<file path="config.mk">
export PLATFORM = sky130hd
export DESIGN_NAME = io_sequencer
export DESIGN_NICKNAME = d
export VERILOG_FILES = /design/src/rtl/io_seq_pkg.sv /design/src/rtl/rx_byte_buffer.sv /design/src/rtl/io_sequencer.sv
export SDC_FILE = /design/constraint.sdc
export NUM_CORES = 1
export LEC_CHECK = 0
export ABC_AREA = 1
export CORE_MARGIN = 1.5
export CORE_UTILIZATION = 30
export DETAILED_ROUTE_END_ITERATION = 10
export PLACE_DENSITY = 0.55
export SETUP_SLACK_MARGIN = 0.15
export SLEW_MARGIN = 10
export SYNTH_ARGS = -nofsm -noshare
export SYNTH_HDL_FRONTEND = slang
export SYNTH_SLANG_ARGS = --single-unit
</file>
<file path="constraint.sdc">
create_clock -name CLK -period 2.5 [get_ports CLK]
set_input_delay 0.25 -clock CLK [delete_from_list [all_inputs] [get_ports CLK]]
set_output_delay 0.25 -clock CLK [all_outputs]
set_load 0.02 [all_outputs]
</file>
<file path="src/rtl/io_seq_pkg.sv">
// io_seq_pkg
// Shared types for the I/O sequencer: the control FSM state encoding and the
// width of the byte counter used for both receive assembly and transmit
// serialisation.
package io_seq_pkg;

  // Byte counter width; enough to index up to four bytes of a 32-bit word.
  localparam int COUNT_W = 2;

  typedef enum logic [2:0] {
    IDLE,
    RX,
    TX_SEND,
    TX_GUARD,
    DONE
  } state_t;

endpackage

</file>
<file path="src/rtl/rx_byte_buffer.sv">
// rx_byte_buffer
// One-byte holding register for received bytes that the sequencer cannot
// consume in the cycle they arrive. A push while the byte is still held and
// not being popped is dropped and raises a sticky overrun flag.
//
// Ports:
//   clk      clock
//   reset    synchronous active-high reset (empties buffer, clears overrun)
//   wr       a byte arrives that must be stored
//   rd       the held byte is consumed this cycle
//   wr_data  byte to store
//   full     a byte is held
//   data     the held byte
//   overrun  sticky: a byte was dropped
module rx_byte_buffer (
  input  logic       clk,
  input  logic       reset,
  input  logic       wr,
  input  logic       rd,
  input  logic [7:0] wr_data,
  output logic       full,
  output logic [7:0] data,
  output logic       overrun
);

  // A pop frees the slot in the same cycle, so a simultaneous push is kept.
  always_ff @(posedge clk) begin
    if (reset) begin
      full    <= 1'b0;
      data    <= 8'h00;
      overrun <= 1'b0;
    end else begin
      if (wr && (!full || rd)) begin
        data <= wr_data;
        full <= 1'b1;
      end else if (rd) begin
        full <= 1'b0;
      end
      if (wr && full && !rd) begin
        overrun <= 1'b1;
      end
    end
  end

endmodule

</file>
<file path="src/rtl/io_sequencer.sv">
// io_sequencer
// Sequences the core's `in` and `out` instructions against the UART byte
// interfaces and stalls the PC while one is in progress. `in` assembles
// NBYTES received bytes (first byte in bits [7:0]) and issues one register
// write pulse; `out` sends NBYTES bytes of a latched register value, lowest
// byte first.
//
// Ports:
//   CLK               clock
//   reset             synchronous active-high reset
//   in_req            decoded `in` instruction present (held while stalled)
//   out_req           decoded `out` instruction present (held while stalled)
//   out_data          value to transmit, sampled when an out begins
//   rx_data/rx_valid  received byte and its one-cycle strobe
//   tx_busy           transmitter busy
//   tx_data/tx_start  byte to transmit and its one-cycle start pulse
//   pc_enable         combinational; 0 stalls PC/fetch
//   reg_write_enable  one-cycle pulse writing reg_write_data
//   reg_write_data    assembled input word
//   overrun           sticky: a received byte was dropped
module io_sequencer
  import io_seq_pkg::*;
#(
  parameter int NBYTES = 4
) (
  input  logic        CLK,
  input  logic        reset,
  input  logic        in_req,
  input  logic        out_req,
  input  logic [31:0] out_data,
  input  logic [7:0]  rx_data,
  input  logic        rx_valid,
  input  logic        tx_busy,
  output logic [7:0]  tx_data,
  output logic        tx_start,
  output logic        pc_enable,
  output logic        reg_write_enable,
  output logic [31:0] reg_write_data,
  output logic        overrun
);

  localparam logic [COUNT_W-1:0] LAST = COUNT_W'(NBYTES - 1);

  state_t             state, state_next;
  logic [COUNT_W-1:0] count, count_next;
  logic [31:0]        word, word_next;
  logic [31:0]        latched, latched_next;
  logic [7:0]         tx_data_next;
  logic               tx_start_next;
  logic               reg_write_enable_next;
  logic [31:0]        reg_write_data_next;

  logic               pend_full;
  logic [7:0]         pend_data;
  logic               take_pend;
  logic               take_direct;
  logic [7:0]         rx_byte;

  // In RX a held byte always goes first; a fresh byte is used directly only
  // when nothing is held, otherwise it is parked in the buffer.
  always_comb begin
    take_pend   = (state == RX) && pend_full;
    take_direct = (state == RX) && !pend_full && rx_valid;
    rx_byte     = take_pend ? pend_data : rx_data;
  end

  rx_byte_buffer u_rx_buffer (
    .clk     (CLK),
    .reset   (reset),
    .wr      (rx_valid && !take_direct),
    .rd      (take_pend),
    .wr_data (rx_data),
    .full    (pend_full),
    .data    (pend_data),
    .overrun (overrun)
  );

  // The stall must apply in the very cycle a request shows up, so this
  // looks at the raw requests rather than waiting for the state change.
  assign pc_enable = ((state == IDLE) && !in_req && !out_req) || (state == DONE);

  always_comb begin
    state_next            = state;
    count_next            = count;
    word_next             = word;
    latched_next          = latched;
    tx_data_next          = tx_data;
    tx_start_next         = 1'b0;
    reg_write_enable_next = 1'b0;
    reg_write_data_next   = reg_write_data;

    case (state)
      IDLE: begin
        if (in_req) begin
          state_next = RX;
          count_next = '0;
          word_next  = '0;
        end else if (out_req) begin
          state_next   = TX_SEND;
          latched_next = out_data;
          count_next   = '0;
        end
      end

      RX: begin
        if (take_pend || take_direct) begin
          word_next[8*count +: 8] = rx_byte;
          if (count == LAST) begin
            state_next            = DONE;
            reg_write_enable_next = 1'b1;
            reg_write_data_next   = word_next;
          end else begin
            count_next = count + 1'b1;
          end
        end
      end

      TX_SEND: begin
        if (!tx_busy) begin
          tx_data_next  = latched[8*count +: 8];
          tx_start_next = 1'b1;
          state_next    = TX_GUARD;
        end
      end

      // tx_busy only rises the cycle after tx_start, so give it one cycle
      // before sampling it again.
      TX_GUARD: begin
        if (count == LAST) begin
          state_next = DONE;
        end else begin
          count_next = count + 1'b1;
          state_next = TX_SEND;
        end
      end

      // Requests are ignored here so a still-held request cannot retrigger.
      DONE: begin
        state_next = IDLE;
      end

      default: begin
        state_next = IDLE;
      end
    endcase
  end

  always_ff @(posedge CLK) begin
    if (reset) begin
      state            <= IDLE;
      count            <= '0;
      word             <= '0;
      latched          <= '0;
      tx_data          <= 8'h00;
      tx_start         <= 1'b0;
      reg_write_enable <= 1'b0;
      reg_write_data   <= '0;
    end else begin
      state            <= state_next;
      count            <= count_next;
      word             <= word_next;
      latched          <= latched_next;
      tx_data          <= tx_data_next;
      tx_start         <= tx_start_next;
      reg_write_enable <= reg_write_enable_next;
      reg_write_data   <= reg_write_data_next;
    end
  end

endmodule

</file>
==> out/qor.csv <==
stage;metric;value;unit
status;status;completed;
grt;grt_pass1_wl;23600;um
routing;ant_nets;0;
floorplanning;die_area;18300;um2
routing;drt-initial-drc-count;314;
yosys;synth_warnings;0;
placement;place_area;6320;um2
sta;maxSlewViolCount;0;
yosys;netlist_instances;740;
worst_setup_path;critical_path.max_stage_delay;470;ps
min_path;hold_path_class;input port to flop;
power_and_ir_drop;power_density;948;nW/um2
sta;tns;0;ps
finish;syn2layout_area_growth;32.3;%
worst_setup_path;path_class;flop to flop;
routing;drc;0;
power_and_ir_drop;p_int;4.40;mW
yosys;ys_types;31;
sta;period_needed;1960;ps
worst_setup_path;path_common_cell;nand2_1;
finish;n_antenna_cell;0;
grt;track_usage;0.166;
yosys;async_flop_share;0;
worst_setup_path;cp.arrival;2310;ps
clock_network;post_cts_buffers;0;
yosys;synth-edff-count;0;
power_and_ir_drop;p_leak;2.83;nW
floorplanning;rows;48;
grt;grt_max_degree;57;
sta;relSlewSlack;0.580;
routing;vias;4885;
finish;layout.cells.most_common;nand2_1;
placement;finalWeightedCongestion;0.809;
yosys;ys_seq_elements;121;
sta;grt_setup_unrepaired;no;
placement;port_buffers;89;
worst_setup_path;cp_max_fo;14;
clock_network;cts_buffer_depth;2;
routing;wl_met2;6290;um
worst_setup_path;crit_slowest_cell;nor2_1;
clock_network;cts_root_buf;clkbuf_16;
yosys;mappedNetlistNets;792;
finish;nets;869;
clock_network;path_clk_slew;50;ps
yosys;syn_area_per_cell;7.08;um2
power_and_ir_drop;swShare;0.330;
floorplanning;die_y;135;um
routing;wl;14000;um
sta;fin_skew;6.14;ps
grt;antenna_found_initial;0;
routing;vias_per_cell;4.63;
yosys;synth_top_flop_cell;dfxtp_1;
yosys;ys_seq_area_frac;0.462;
worst_setup_path;crit_chain;buf_4 > ha_1 > clkinv_1 > nor2_1 > nand4_1 > nand2_1 > nand2_1 > a21oi_1;
worst_setup_path;start_kind;flop;
sta;max_freq;509;MHz
power_and_ir_drop;seqPwrFrac;0.349;
min_path;worstHoldStart;reset;
floorplanning;pin_count;90;
power_and_ir_drop;p_clk_frac;0.389;
placement;dpl.hpwl;9300;um
worst_setup_path;end_kind;flop;
sta;fin_crit_sh;0.785;
floorplanning;start_util;0.305;
worst_setup_path;startpoint;count[1];
flow_run;drv_cap;0;
grt;grt_overflow;0;
sta;finalSetupViolations;0;
clock_network;ctsHoldBuffers;0;
finish;mostFrequentLayoutCells;nand2_1, dfxtp_1, o21ai_0;
routing;met1Wirelength;6790;um
sta;hold_slack;371;ps
clock_network;cts-htree-levels;4;
sta;worstMarginPinSlew;629;ps
routing;met3_length;780;um
power_and_ir_drop;p_comb_frac;0.262;
floorplanning;die_x;135;um
routing;first_pass_iters;4;
clock_network;cts_inserted_buffers;17;
clock_network;cts_sinks;121;
finish;stdcell_area;6930;um2
power_and_ir_drop;ir_worst_vdd;0.486;mV
grt;grt_pass1_vias;4703;
clock_network;insertion_delay;420;ps
routing;dr.max_layer_used;met4;
sta;final-hold-violation-count;0;
finish;drive_gt1_frac;0.0675;
power_and_ir_drop;p_switching;2.17;mW
routing;wire_per_inst;13.3;um
clock_network;cts_tree;built;
worst_setup_path;cp.required;2840;ps
worst_setup_path;r2r-start;count[1];
floorplanning;core;17200;um2
yosys;netlist_area;5240;um2
path summary, 6_finish.rpt:
path | end | slack, ps | depth (start not counted)
worst max-delay path | word[24] | 540 | 8
worst min-delay path | reg_write_data[7] | 370 | 5
worst min register to register | u_rx_buffer.data[0] | 450 | 2
worst max register to register | word[24] | 540 | 8
per-layer routing:
layer / vias up / GRT usage
li1: 2573 / -
met1: 2170 / 0.214
met2: 124 / 0.266
met3: 18 / 0.0453
met4: 0 / 0.0591
met5: - / 0
area by class of cell:
type	instances	area, um2
Fill cell	1836	10200
Sequential cell	121	2420
Multi-Input combinational cell	495	2320
Timing Repair Buffer	102	998
Clock buffer	23	468
Inverter	80	300
Tap cell	225	282
Clock inverter	9	145
Yosys cell counts, drive strengths merged (3+ instances only):
master  number  area [um2]
ha           6        75.1
nor2        67         277
a21oi       79         395
nand2      181         682
inv         79         297
a31oi        7        43.8
o21ai       92         460
nor3         3        20.0
dfxtp      121        2420
nand3       23         120
nand4       25         156
o211ai       5        37.5
clkbuf      24        90.1
buf         20         110
worst max-delay path, delay by kind of cell (launching register included):
kind | cells | cell delay, ps
adders and majority gates | 1 | 180
DFF | 1 | 320
and+or+nand+nor | 4 | 830
buffers and inverters | 2 | 440
AOI/OAI and AO/OA | 1 | 120
state kept, by name (all words and copies together) (netlist names):
name / cells
u_rx_buffer.data: 8
state: 3
u_rx_buffer.full: 1
word: 32
tx_data: 8
reg_write_enable: 1
tx_start: 1
count: 2
reg_write_data: 32
u_rx_buffer.overrun: 1
latched: 32
cell families (layout without fill, tap and decap cells):
family,Yosys count,in the layout,share of synthesized area
buffers and inverters,124,214,0.0955
AOI/OAI and AO/OA,188,188,0.186
and+or+nand+nor,301,301,0.242
DFF,121,121,0.462
adders and majority gates,6,6,0.0143
what timing repair did:
| action | 4_1_cts | 5_1_grt |
|---|---|---|
| hold endpoints to repair | 0 | 0 |
| setup endpoints to repair | 1 | 1 |
| resized for setup | 1 | 1 |
| pin swaps | 0 | 0 |
| gates cloned | 0 | 0 |
per-stage QoR:
stage | instances | setup WS [ps] | power, mW | util
final | 1055 | 537 | 6.57 | 0.404
after global routing | 1055 | 250 | 6.97 | 0.404
after CTS | 1055 | 157 | 6.64 | 0.404
after detailed placement | 1023 | 442 | 4.05 | 0.368
after floorplan | 740 | 608 | 3.51 | -
after global placement | 1023 | 496 | 4.06 | 0.368
power by group through the flow:
stage	sequential [mW]	clock [mW]	combinational, mW
after floorplan	2.33	0	1.17
after global placement	2.33	0	1.73
after detailed placement	2.32	0	1.72
after CTS	2.29	2.61	1.73
after global routing	2.32	2.71	1.94
final	2.29	2.56	1.72
Power figures use the tool's default switching activity.
